File: config.mk
export PLATFORM = sky130hd
export DESIGN_NAME = pc_ir_unit
export DESIGN_NICKNAME = d
export VERILOG_FILES = /design/src/rtl/mc_pkg.sv /design/src/rtl/instr_decode_fields.sv /design/src/rtl/pc_ir_unit.sv
export SDC_FILE = /design/constraint.sdc
export NUM_CORES = 1
export LEC_CHECK = 0
export CORE_MARGIN = 5
export CORE_UTILIZATION = 44
export DETAILED_ROUTE_END_ITERATION = 12
export PLACE_DENSITY = 0.9
export SLEW_MARGIN = 20
export SYNTH_ARGS = -nofsm -noshare
export SYNTH_HDL_FRONTEND = slang
export SYNTH_SLANG_ARGS = --single-unit
File: constraint.sdc
create_clock -name clk -period 3.98 [get_ports clk]
set_input_delay 0.796 -clock clk [delete_from_list [all_inputs] [get_ports clk]]
set_output_delay 0.796 -clock clk [all_outputs]
set_load 0.02 [all_outputs]
File: src/rtl/mc_pkg.sv
// Shared multicycle-datapath constants: PC source and address-select encodings,
// instruction field positions and the default reset PC.
package mc_pkg;

  typedef enum logic [1:0] {
    PCSRC_ALU    = 2'b00,
    PCSRC_ALUOUT = 2'b01,
    PCSRC_JUMP   = 2'b10,
    PCSRC_RSVD   = 2'b11
  } pcsrc_e;

  typedef enum logic {
    IORD_PC     = 1'b0,
    IORD_ALUOUT = 1'b1
  } iord_e;

  localparam logic [31:0] RESET_PC_DEFAULT = 32'h0000_0000;

  localparam int OPCODE_HI = 31;
  localparam int OPCODE_LO = 26;
  localparam int RS_HI     = 25;
  localparam int RS_LO     = 21;
  localparam int RT_HI     = 20;
  localparam int RT_LO     = 16;
  localparam int RD_HI     = 15;
  localparam int RD_LO     = 11;
  localparam int IMM_HI    = 15;
  localparam int IMM_LO    = 0;
  localparam int JIDX_HI   = 25;
  localparam int JIDX_LO   = 0;

  function automatic logic [31:0] sext16(input logic [15:0] v);
    return {{16{v[15]}}, v};
  endfunction

endpackage

File: src/rtl/instr_decode_fields.sv
// Combinational instruction slicer: register fields, opcode, jump index and
// sign-extended immediate (plain and word-scaled) straight from an IR value.
module instr_decode_fields
  import mc_pkg::*;
(
  input  logic [31:0] ir_i,
  output logic [5:0]  opcode_o,
  output logic [4:0]  rs_o,
  output logic [4:0]  rt_o,
  output logic [4:0]  rd_o,
  output logic [25:0] instr_index_o,
  output logic [31:0] imm_sext_o,
  output logic [31:0] imm_sext_sl2_o
);

  logic [31:0] imm_sext_s;

  assign opcode_o       = ir_i[OPCODE_HI:OPCODE_LO];
  assign rs_o           = ir_i[RS_HI:RS_LO];
  assign rt_o           = ir_i[RT_HI:RT_LO];
  assign rd_o           = ir_i[RD_HI:RD_LO];
  assign instr_index_o  = ir_i[JIDX_HI:JIDX_LO];
  assign imm_sext_s     = sext16(ir_i[IMM_HI:IMM_LO]);
  assign imm_sext_o     = imm_sext_s;
  assign imm_sext_sl2_o = {imm_sext_s[29:0], 2'b00};

endmodule

File: src/rtl/pc_ir_unit.sv
// Front half of the multicycle datapath: PC, IR, MDR and ALUOut registers,
// unified memory address mux, saturating fetch counter and sticky misalign flag.
module pc_ir_unit
  import mc_pkg::*;
#(
  parameter logic [31:0] RESET_PC = RESET_PC_DEFAULT,
  parameter int          CNT_W    = 16
) (
  input  logic             clk,
  input  logic             rst,
  input  logic             PCWrite,
  input  logic             PCWriteCond,
  input  logic [1:0]       PCSource,
  input  logic             IorD,
  input  logic             IRWrite,
  input  logic [31:0]      alu_result,
  input  logic             alu_zero,
  input  logic [31:0]      mem_rdata,
  output logic [31:0]      mem_addr,
  output logic [31:0]      pc,
  output logic [31:0]      alu_out,
  output logic [31:0]      mdr,
  output logic [5:0]       opcode,
  output logic [4:0]       rs,
  output logic [4:0]       rt,
  output logic [4:0]       rd,
  output logic [31:0]      imm_sext,
  output logic [31:0]      imm_sext_sl2,
  output logic [CNT_W-1:0] fetch_count,
  output logic             misalign_err
);

  localparam logic [CNT_W-1:0] CNT_MAX = {CNT_W{1'b1}};
  localparam logic [CNT_W-1:0] CNT_ONE = {{(CNT_W-1){1'b0}}, 1'b1};

  logic [31:0]      pc_q, pc_d;
  logic [31:0]      ir_q, ir_d;
  logic [31:0]      mdr_q, mdr_d;
  logic [31:0]      alu_out_q, alu_out_d;
  logic [CNT_W-1:0] fetch_count_q, fetch_count_d;
  logic             misalign_q, misalign_d;

  pcsrc_e      pc_source_s;
  logic [31:0] pc_next_s;
  logic        pc_next_valid_s;
  logic        pc_we_s;
  logic        pc_upd_s;
  logic [25:0] instr_index_s;

  assign pc_source_s = pcsrc_e'(PCSource);

  instr_decode_fields u_fields (
    .ir_i           (ir_q),
    .opcode_o       (opcode),
    .rs_o           (rs),
    .rt_o           (rt),
    .rd_o           (rd),
    .instr_index_o  (instr_index_s),
    .imm_sext_o     (imm_sext),
    .imm_sext_sl2_o (imm_sext_sl2)
  );

  // PC source mux; the reserved encoding marks the candidate invalid so the PC holds.
  always_comb begin
    pc_next_s       = pc_q;
    pc_next_valid_s = 1'b0;
    case (pc_source_s)
      PCSRC_ALU: begin
        pc_next_s       = alu_result;
        pc_next_valid_s = 1'b1;
      end
      PCSRC_ALUOUT: begin
        pc_next_s       = alu_out_q;
        pc_next_valid_s = 1'b1;
      end
      PCSRC_JUMP: begin
        pc_next_s       = {pc_q[31:28], instr_index_s, 2'b00};
        pc_next_valid_s = 1'b1;
      end
      PCSRC_RSVD: begin
        pc_next_s       = pc_q;
        pc_next_valid_s = 1'b0;
      end
      default: begin
        pc_next_s       = pc_q;
        pc_next_valid_s = 1'b0;
      end
    endcase
  end

  assign pc_we_s  = PCWrite | (PCWriteCond & alu_zero);
  assign pc_upd_s = pc_we_s & pc_next_valid_s;

  // Next-state for all architectural registers.
  always_comb begin
    pc_d          = pc_q;
    ir_d          = ir_q;
    fetch_count_d = fetch_count_q;
    misalign_d    = misalign_q;
    mdr_d         = mem_rdata;
    alu_out_d     = alu_result;
    if (pc_upd_s) begin
      pc_d       = pc_next_s;
      misalign_d = misalign_q | (pc_next_s[1:0] != 2'b00);
    end else begin
      pc_d       = pc_q;
      misalign_d = misalign_q;
    end
    if (IRWrite) begin
      ir_d = mem_rdata;
      if (fetch_count_q != CNT_MAX) begin
        fetch_count_d = fetch_count_q + CNT_ONE;
      end else begin
        fetch_count_d = fetch_count_q;
      end
    end else begin
      ir_d          = ir_q;
      fetch_count_d = fetch_count_q;
    end
  end

  // State registers with synchronous reset overriding every enable.
  always_ff @(posedge clk) begin
    if (rst) begin
      pc_q          <= RESET_PC;
      ir_q          <= 32'h0000_0000;
      mdr_q         <= 32'h0000_0000;
      alu_out_q     <= 32'h0000_0000;
      fetch_count_q <= '0;
      misalign_q    <= 1'b0;
    end else begin
      pc_q          <= pc_d;
      ir_q          <= ir_d;
      mdr_q         <= mdr_d;
      alu_out_q     <= alu_out_d;
      fetch_count_q <= fetch_count_d;
      misalign_q    <= misalign_d;
    end
  end

  assign mem_addr     = (iord_e'(IorD) == IORD_ALUOUT) ? alu_out_q : pc_q;
  assign pc           = pc_q;
  assign alu_out      = alu_out_q;
  assign mdr          = mdr_q;
  assign fetch_count  = fetch_count_q;
  assign misalign_err = misalign_q;

endmodule

==> results of run 1 <==
through the flow:
| stage | setup slack (ps) | cell area, sq um | instances |
|---|---|---|---|
| finish | 890.6 | 9463 | 1062 |
| CTS | 864.6 | 9463 | 1062 |
| detailed placement | 872.3 | 8867 | 1030 |
| floorplan | 1444 | 6156 | 638 |
| global placement | 906.8 | 8867 | 1030 |
| global route | 819.7 | 9463 | 1062 |
cells by family after synthesis:
group / share of synthesized area
AOI/OAI and AO/OA: 0.09071
other: 0.0006095
buffers and inverters: 0.09579
xor gates and xnor gates: 0.002848
muxes: 0.1662
DFF: 0.4718
and+or+nand+nor: 0.1700
adders and majority gates: 0.002033
report_power, final:
part | switching [uW] | internal, uW | leakage (uW)
clock network | 635 | 946 | 0.000279
logic | 392 | 391 | 0.00224
registers | 72.9 | 1530 | 0.00120
cells in the final DEF, fill, tap and decap left out, types with 2 or more instances in the layout:
cell type                         instances
sky130_fd_sc_hd__a211oi_1                28
sky130_fd_sc_hd__a21oi_1                 44
sky130_fd_sc_hd__and3_1                   3
sky130_fd_sc_hd__and4_1                   2
sky130_fd_sc_hd__buf_12                   2
sky130_fd_sc_hd__buf_2                    4
sky130_fd_sc_hd__buf_4                    5
sky130_fd_sc_hd__bufinv_16                2
sky130_fd_sc_hd__clkbuf_16               17
sky130_fd_sc_hd__clkdlybuf4s50_1        295
sky130_fd_sc_hd__clkinv_4                 5
sky130_fd_sc_hd__clkinvlp_4               4
sky130_fd_sc_hd__conb_1                   2
sky130_fd_sc_hd__dfxtp_1                145
sky130_fd_sc_hd__inv_1                    3
sky130_fd_sc_hd__inv_6                    2
sky130_fd_sc_hd__mux2_2                  33
sky130_fd_sc_hd__mux2i_1                 65
sky130_fd_sc_hd__nand2_1                  5
sky130_fd_sc_hd__nand3_1                  4
sky130_fd_sc_hd__nand4_1                  4
sky130_fd_sc_hd__nor2_1                  97
sky130_fd_sc_hd__nor2b_1                 65
sky130_fd_sc_hd__nor3_1                   8
sky130_fd_sc_hd__o21ai_0                  7
sky130_fd_sc_hd__o31ai_1                  2
sky130_fd_sc_hd__or3_1                    7
sky130_fd_sc_hd__or4_1                    2
registers in the layout, indices dropped and copies added, names as in the netlist:
signal and cells:
alu_out 32, fetch_count 16, ir_q 32, mdr 32, misalign_err 1, pc 32
per-layer routing:
layer,routed length [um],vias to the layer above,track usage
met5,0,-,0
met2,9653,237,0.3895
met3,1686,30,0.08417
li1,-,2593,-
met4,491,0,0.09238
met1,7463,2619,0.2575
critical path: cells and delay by family:
family                 cells  cell delay [ps]
multiplexers               1              360
buffers and inverters      3             1120
layout make-up:
class	count	area, sq um
Multi-Input combinational cell	396	2678
Fill cell	1036	4310
Timing Repair Buffer	306	3050
Tap cell	180	225.2
Inverter	3	11.26
Clock buffer	18	439.2
Sequential cell	145	2903
Clock inverter	14	156.4
final timing paths:
path	endpoint	depth (start not counted)
max reg2reg	fetch_count[1]	5
min	ir_q[29]	2
max	mem_addr[24]	4
min reg2reg	ir_q[29]	2
==> out/metrics.csv, run 1 <==
stage;metric;value;unit
yosys;ys_dominant_reg_cell;sky130_fd_sc_hd__dfxtp_1;
placement;globalplace.congestion;0.8218;
clock_tree;cts-resized-gates;0;
critical_path;critical_path.startpoint;IorD;
critical_path;crit_path_top_delay_cell;sky130_fd_sc_hd__clkdlybuf4s50_1;
clock_tree;clk_sink_count;145;
yosys;fraction_of_the_yosys_area_taken_by_sequential_cells;0.4718;
sta;setup_violations;0;
critical_path;critical_path_arrival;2290;ps
sta;timing.slew.headroom;0.3438;
clock_tree;cts-buffers-inserted;17;
grt;wire_length_of_the_first_global_routing_pass;29490;um
yosys;netlist_area;6152;sq um
detailed_routing;drt_first_pass_iters;4;
sta;max_freq;323.7;MHz
critical_path;startpoint_type;input port;
clock_tree;cts_root_buffer;sky130_fd_sc_hd__clkbuf_16;
critical_path;worstPathMaxFanout;20;
yosys;ys_types;40;
critical_path;rr_startpoint;fetch_count[0];
clock_tree;tritoncts_clock_tree;built;
grt;antenna_found_initial;0;
worst_hold_path;worst_hold_path_type;reg -> reg;
critical_path;path_class;in -> out;
clock_tree;post-cts-setup-buffer-count;0;
cells_and_area;syn2layout_area_growth;53.81;%
clock_tree;path_clk_slew;60;ps
yosys;synth.area.top_cells;sky130_fd_sc_hd__dfxtp_1 47%, sky130_fd_sc_hd__mux2i_1 11%, sky130_fd_sc_hd__nor2b_1 6.7%, sky130_fd_sc_hd__buf_4 6.6%, sky130_fd_sc_hd__mux2_2 6.0%;
floorplan;fp.dieW;128.2;um
detailed_routing;number_of_remaining_drc_errors;0;
floorplan;io-pin-count;303;
cells_and_area;num_antenna_cells;0;
clock_tree;ctsHtreeMaxLevel;4;
cells_and_area;fraction_of_final_layout_cells_with_drive_strength_greater_than_1;0.09751;
placement;hpwlAfterDp;13880;um
floorplan;fp.dieArea;16450;sq um
sta;setup_repair_after_global_routing_missed_its_margin;false;
grt;grt_max_degree;82;
cells_and_area;nets;943;
floorplan;initial_standard_cell_utilization_of_the_core;0.4467;
pwr;design_power_total;3971;uW
job;max_cap_violations;0;
grt;track_usage;0.2284;
pwr;maximum_ir_drop_on_the_vdd_rail;326.0;uV
yosys;ys_seq_elements;145;
yosys;synthMostInstantiatedCell;sky130_fd_sc_hd__dfxtp_1;
pwr;power.static_leakage;0.003715;uW
grt;global_route.overflow_total;0;
grt;grt_pass1_vias;5528;
detailed_routing;mean_number_of_vias_per_cell;5.159;
sta;hold_ws;489.6;ps
yosys;synth-warning-count;0;
critical_path;worst_setup_path_end_kind;output pin;
sta;pin_slew_with_the_least_headroom_to_its_limit;982.9;ps
clock_tree;post_cts_hold_buffer_count;0;
clock_tree;clockBufferDepth;2;
sta;finClkSkew;5.188;ps
floorplan;die_h;128.2;um
sta;hold_viol_final;0;
detailed_routing;total_via_count_after_detailed_routing;5479;
critical_path;critical_path_cell_by_cell;buf_2 -> buf_12 -> mux2_2 -> clkdlybuf4s50_1;
detailed_routing;initialDrtViolationCount;293;
yosys;proportion_of_synthesized_flip_flops_having_asynchronous_set_or_reset;0;
pwr;power_per_cell_area;419.7;nW/um^2
critical_path;ff2ff_setup_slack;2000;ps
yosys;post_synth_edffs;0;
yosys;synth.cells.most_frequent;145 x sky130_fd_sc_hd__dfxtp_1, 97 x sky130_fd_sc_hd__nor2_1, 66 x sky130_fd_sc_hd__nor2b_1;
detailed_routing;drt-wirelength-per-cell;18.17;um
worst_hold_path;hold_path.startpoint;ir_q[29];
yosys;post-synth-top-area-fraction;0.4718;
yosys;synth_top_cell_by_area;sky130_fd_sc_hd__dfxtp_1;
placement;port_buffers;300;
critical_path;cpPeakStageDelay;560;ps
sta;layout_worst_path_cycle_share;0.7762;
sta;layout_min_cycle_time;3089;ps
sta;slew_viol_final;0;
yosys;post_synth.cell_area_avg;9.658;sq um
yosys;synthCells;637;
critical_path;endpoint_required_time_on_the_critical_path;3180;ps
sta;timing.setup.tns;0;ps
clock_tree;clkLatencyLatePin;410;ps
floorplan;fp.coreArea;13770;sq um
detailed_routing;wl;19300;um
cells_and_area;post-route-util;0.6870;
floorplan;fp-row-count;43;
outcome;status;finished clean;
detailed_routing;ant_nets;0;
Note: power is estimated with default switching activity, not from simulation.
==> run 2: changes to the inputs <==
Settings changed: CORE_UTILIZATION 44 to 41, PLACE_DENSITY 0.9 to 0.85.
Clock period 3.98 ns to 2.9 ns, I/O delays scaled along.
==> out/metrics.csv, run 2 (synthesis results as in run 1) <==
stage;metric;value;unit;change
outcome;status;finished clean;;
detailed_routing;mean_number_of_vias_per_cell;4.999;;-3.1%
placement;hpwlAfterDp;13580;um;-2.2%
critical_path;worst_setup_path_end_kind;output pin;;
grt;antenna_found_initial;0;;unchanged
cells_and_area;syn2layout_area_growth;54.97;%;
placement;port_buffers;300;;unchanged
sta;layout_worst_path_cycle_share;0.8360;;
critical_path;startpoint_type;input port;;
grt;wire_length_of_the_first_global_routing_pass;29370;um;-0.40%
cells_and_area;num_antenna_cells;0;;unchanged
clock_tree;path_clk_slew;60;ps;about the same
detailed_routing;initialDrtViolationCount;199;;-32%
critical_path;endpoint_required_time_on_the_critical_path;2320;ps;-860 ps
worst_hold_path;whs_endpoint;misalign_err;;
critical_path;path_class;in -> out;;
floorplan;initial_standard_cell_utilization_of_the_core;0.4201;;-0.02656
clock_tree;ctsHtreeMaxLevel;4;;unchanged
detailed_routing;ant_nets;0;;unchanged
sta;pin_slew_with_the_least_headroom_to_its_limit;798.0;ps;-185.0 ps
sta;timing.setup.tns;0;ps;unchanged
floorplan;io-pin-count;303;;unchanged
grt;grt_pass1_vias;5363;;-3.0%
sta;layout_min_cycle_time;2424;ps;
placement;placed_cells_incl_taps;1039;;+0.87%
clock_tree;clockBufferDepth;2;;unchanged
cells_and_area;layout_common_cells;295 x sky130_fd_sc_hd__clkdlybuf4s50_1, 145 x sky130_fd_sc_hd__dfxtp_1, 97 x sky130_fd_sc_hd__nor2_1;;
cells_and_area;finalNonFillerCells;1071;;+0.85%
critical_path;critical_path_arrival;1840;ps;-450 ps
detailed_routing;drt_first_pass_iters;6;;+2
clock_tree;cts-resized-gates;0;;unchanged
grt;global_route.overflow_total;0;;unchanged
floorplan;fp.dieArea;17550;sq um;+6.7%
critical_path;regToRegEndpoint;fetch_count[1];;
detailed_routing;drt-wirelength-per-cell;17.73;um;-2.4%
sta;slew_viol_final;0;;unchanged
clock_tree;clkLatencyLatePin;410;ps;about the same
floorplan;die_h;132.5;um;+3.3%
cells_and_area;fill_cells;1185;;+14%
detailed_routing;wl;18990;um;-1.6%
cells_and_area;fraction_of_final_layout_cells_with_drive_strength_greater_than_1;0.1026;;+0.005087
pwr;power_per_cell_area;582.1;nW/um^2;+39%
clock_tree;tritoncts_clock_tree;built;;
worst_hold_path;worst_hold_path_type;reg -> reg;;
clock_tree;cts-buffers-inserted;17;;unchanged
clock_tree;cts_root_buffer;sky130_fd_sc_hd__clkbuf_16;;
detailed_routing;total_via_count_after_detailed_routing;5354;;-2.3%
grt;track_usage;0.2098;;-0.01861
worst_hold_path;hold_path.startpoint;misalign_err;;
pwr;power.static_leakage;0.003761;uW;+1.3%
clock_tree;clk_sink_count;145;;unchanged
grt;grt_max_degree;73;;-11%
critical_path;ff2ff_setup_slack;840;ps;-1160 ps
critical_path;cpPeakStageDelay;550;ps;about the same
worst_hold_path;whs_path_depth;2;;unchanged
clock_tree;post_cts_hold_buffer_count;0;;unchanged
sta;setup_violations;0;;unchanged
clock_tree;post-cts-setup-buffer-count;0;;unchanged
detailed_routing;number_of_remaining_drc_errors;0;;unchanged
sta;hold_viol_final;0;;unchanged
critical_path;crit_path_top_delay_cell;sky130_fd_sc_hd__clkdlybuf4s50_1;;
sta;max_freq;412.5;MHz;
floorplan;fp.dieW;132.5;um;+3.3%
floorplan;fp.coreArea;14640;sq um;+6.3%
placement;globalplace.congestion;0.7892;;-4.0%
cells_and_area;nets;948;;+0.53%
sta;timing.slew.headroom;0.4680;;+0.1242
critical_path;worstPathMaxFanout;32;;+60%
critical_path;critical_path_cell_by_cell;buf_2 -> buf_12 -> mux2_2 -> clkdlybuf4s50_1;;
job;max_cap_violations;0;;unchanged
cells_and_area;layout.cells.most_common;sky130_fd_sc_hd__clkdlybuf4s50_1;;
sta;finClkSkew;6.730;ps;+1.542 ps
pwr;maximum_ir_drop_on_the_vdd_rail;368.7;uV;+13%
critical_path;rr_startpoint;fetch_count[0];;
sta;setup_repair_after_global_routing_missed_its_margin;false;;
critical_path;timing.reg2reg.worst_path_depth;5;;unchanged
floorplan;fp-row-count;44;;+2.3%
-- run 2: changes by cell type in the layout (fill, tap and decap cells not counted), sizes merged --
cell | before | now
clkinvlp | 4 | 2
clkbuf | 18 | 19
buf | 11 | 16
inv | 5 | 8
bufinv | 2 | 3
clkinv | 6 | 3
-- run 2: layout make-up --
cell class | instances | area, sq um | area share
Inverter | 3 | 11.26 | 0.001181
Tap cell | 184 | 230.2 | 0.02415
Timing Repair Buffer | 311 | 3088 | 0.3239
Clock buffer | 19 | 452.9 | 0.04751
Clock inverter | 13 | 171.4 | 0.01798
Multi-Input combinational cell | 396 | 2678 | 0.2808
Sequential cell | 145 | 2903 | 0.3045
-- run 2: per-layer routing --
| layer | up-vias | global-route usage | share of wire |
|---|---|---|---|
| li1 | 2608 | - | - |
| met1 | 2526 | 0.2295 | 0.40 |
| met2 | 204 | 0.3894 | 0.52 |
| met3 | 16 | 0.06188 | 0.062 |
| met4 | 0 | 0.06467 | 0.012 |
| met5 | - | 0 | 0 |
-- run 2: report_power, final --
group          switching [uW]  internal (uW)  total, uW  leakage (uW)
clock                     853           1410       2270      0.000301
combinational             542            542       1080       0.00226
sequential               92.9           2110       2200       0.00120
-- run 2: worst max-delay path by stage --
stage          depth (start not counted)  slack [ps]  startpoint      endpoint
2_1_floorplan                          3         800        IorD  mem_addr[10]
3_5_place_dp                           4         480        IorD   mem_addr[0]
4_1_cts                                4         480        IorD   mem_addr[0]
3_3_place_gp                           4         510        IorD  mem_addr[27]
6_report                               4         480        IorD  mem_addr[24]
5_1_grt                                4         450        IorD  mem_addr[24]
-- run 2: critical path: cells and delay by family --
kind                   cells  cell delay [ps]
buffers and inverters      3              890
muxes                      1              360
-- run 2: per-stage QoR --
step | hold WS [ps] | instance area (sq um) | setup slack [ps] | utilization | total power (uW)
floorplan | 570.1 | 6156 | 796.2 | - | 2814
global placement | 465.9 | 8910 | 514.2 | 0.6084 | 3308
detailed placement | 481.3 | 8910 | 477.3 | 0.6084 | 3326
CTS | 498.2 | 9534 | 477.5 | 0.6511 | 5613
global route | 540.2 | 9534 | 448.1 | 0.6511 | 5763
finish | 489.0 | 9534 | 475.7 | 0.6511 | 5549
==> run 3: changes to the inputs <==
Settings changed: CORE_UTILIZATION 41 to 37, PLACE_DENSITY 0.85 to 0.81.
Clock period 2.9 ns to 2.11 ns, I/O delays scaled along.
==> out/metrics.csv, run 3 (synthesis results as in run 1) <==
stage;metric;value;unit;change
grt;wire_length_of_the_first_global_routing_pass;29910;um;+1.8%
detailed_routing;drt_first_pass_iters;4;;-2
critical_path;critical_path.startpoint;IorD;;
floorplan;fp.coreArea;16470;sq um;+12%
placement;postPlaceCellArea;9040;sq um;+1.5%
worst_hold_path;worst_hold_path_type;in -> reg;;
clock_tree;clkLatencyLatePin;410;ps;about the same
clock_tree;post_cts_hold_buffer_count;0;;unchanged
grt;track_usage;0.1927;;-0.01707
cells_and_area;fill_cells;1457;;+23%
sta;timing.setup.tns;0;ps;unchanged
detailed_routing;ant_nets;0;;unchanged
critical_path;worstPathMaxFanout;18;;-44%
clock_tree;tritoncts_clock_tree;built;;
critical_path;worst_setup_path_end_kind;output pin;;
clock_tree;ctsHtreeMaxLevel;4;;unchanged
clock_tree;clk_sink_count;145;;unchanged
job;max_cap_violations;0;;unchanged
floorplan;io-pin-count;303;;unchanged
cells_and_area;multi_input_area;2678;sq um;unchanged
worst_hold_path;whs_endpoint;ir_q[12];;
grt;grt_pass1_vias;5423;;+1.1%
clock_tree;path_clk_slew;60;ps;about the same
sta;max_freq;483.5;MHz;
detailed_routing;wl;19350;um;+1.9%
floorplan;fp.dieW;138.9;um;+4.9%
clock_tree;clockBufferDepth;2;;unchanged
detailed_routing;drt-wirelength-per-cell;17.36;um;-2.1%
sta;setup_violations;0;;unchanged
cells_and_area;ff_latch_area;2904;sq um;about the same
sta;setup_repair_after_global_routing_missed_its_margin;false;;
grt;global_route.overflow_total;0;;unchanged
clock_tree;cts-buffers-inserted;17;;unchanged
critical_path;startpoint_type;input port;;
sta;pin_slew_with_the_least_headroom_to_its_limit;534.0;ps;-264.0 ps
sta;timing.slew.headroom;0.6407;;+0.1727
detailed_routing;initialDrtViolationCount;263;;+32%
floorplan;fp.dieArea;19310;sq um;+10%
cells_and_area;layout.cells.most_common;sky130_fd_sc_hd__clkdlybuf4s50_1;;
sta;hold_viol_final;0;;unchanged
placement;globalplace.congestion;0.8217;;+4.1%
cells_and_area;fraction_of_final_layout_cells_with_drive_strength_greater_than_1;0.1106;;+0.008022
cells_and_area;syn2layout_area_growth;55.85;%;
critical_path;path_class;in -> out;;
cells_and_area;num_antenna_cells;0;;unchanged
cells_and_area;layout_common_cells;262 x sky130_fd_sc_hd__clkdlybuf4s50_1, 144 x sky130_fd_sc_hd__dfxtp_1, 97 x sky130_fd_sc_hd__nor2_1;;
placement;port_buffers;300;;unchanged
cells_and_area;final_area;9588;sq um;+0.56%
sta;finClkSkew;9.837;ps;+3.106 ps
critical_path;critical_path_arrival;1650;ps;-190 ps
detailed_routing;mean_number_of_vias_per_cell;4.839;;-3.2%
sta;layout_min_cycle_time;2068;ps;
critical_path;timing.reg2reg.worst_path_depth;6;;+1
sta;layout_worst_path_cycle_share;0.9802;;
pwr;power.static_leakage;0.003910;uW;+3.9%
grt;antenna_found_initial;0;;unchanged
critical_path;regToRegEndpoint;fetch_count[1];;
worst_hold_path;whs_path_depth;2;;unchanged
critical_path;endpoint_required_time_on_the_critical_path;1690;ps;-630 ps
pwr;maximum_ir_drop_on_the_vdd_rail;589.3;uV;+60%
cells_and_area;nets;956;;+0.84%
grt;grt_max_degree;61;;-16%
pwr;power_per_cell_area;780.0;nW/um^2;+34%
sta;slew_viol_final;0;;unchanged
placement;hpwlAfterDp;14470;um;+6.6%
floorplan;fp-row-count;47;;+6.8%
floorplan;die_h;138.9;um;+4.9%
critical_path;rr_startpoint;fetch_count[0];;
critical_path;ff2ff_setup_slack;350;ps;-490 ps
clock_tree;cts_root_buffer;sky130_fd_sc_hd__clkbuf_16;;
detailed_routing;number_of_remaining_drc_errors;0;;unchanged
floorplan;initial_standard_cell_utilization_of_the_core;0.3736;;-0.04648
worst_hold_path;hold_path.startpoint;rst;;
detailed_routing;total_via_count_after_detailed_routing;5396;;+0.78%
outcome;status;finished clean;;
==> run 3: critical path, cell delays in order <==
cell                              delay [ps]
sky130_fd_sc_hd__buf_2                   140
sky130_fd_sc_hd__buf_12                  170
sky130_fd_sc_hd__mux2_2                  350
sky130_fd_sc_hd__clkdlybuf4s50_1         550
==> run 3: how the worst max path moves through the flow <==
stage / to / slack, ps
2_1_floorplan: fetch_count[1] / 280
3_3_place_gp: mem_addr[10] / 60
3_5_place_dp: mem_addr[25] / 50
4_1_cts: mem_addr[25] / 40
5_1_grt: mem_addr[25] / 10
6_report: mem_addr[25] / 40
==> run 3: per-layer routing <==
metal | global-route usage | share of wire | vias to the layer above | routed length, um
met5 | 0 | 0 | - | 0
met4 | 0.05973 | 0.023 | 0 | 446
met3 | 0.07448 | 0.078 | 30 | 1512
met2 | 0.3485 | 0.51 | 228 | 9820
met1 | 0.2075 | 0.39 | 2524 | 7573
li1 | - | - | 2614 | -
==> run 3: through the flow <==
stage,hold slack (ps),utilization,power [uW],cells,worst slack (ps)
after floorplan,550.2,-,3867,638,282.2
final,438.3,0.5823,7478,1115,41.73
after detailed placement,478.0,0.5490,4599,1083,48.05
after CTS,416.5,0.5823,7565,1115,38.65
after global routing,431.3,0.5823,7800,1115,14.54
after global placement,473.1,0.5490,4575,1083,60.39
==> run 3: report_power, final <==
| part | total, uW | internal (uW) | switching, uW |
|---|---|---|---|
| Sequential | 3030 | 2890 | 133 |
| Clock | 2980 | 1810 | 1170 |
| Combinational | 1470 | 733 | 742 |
==> run 3: final cells by class <==
type | count | area share
repair buffers | 319 | 0.3266
flip-flops and latches | 145 | 0.3029
multi-input cells | 396 | 0.2793
clock buffers | 20 | 0.04763
well taps | 220 | 0.02871
clock inverters | 12 | 0.01370
inverters | 3 | 0.001174
==> run 3: timing repair <==
action                                  CTS  global route
endpoints found under the setup margin   34             0
gates resized for setup                  34             0
setup buffers                             0             0
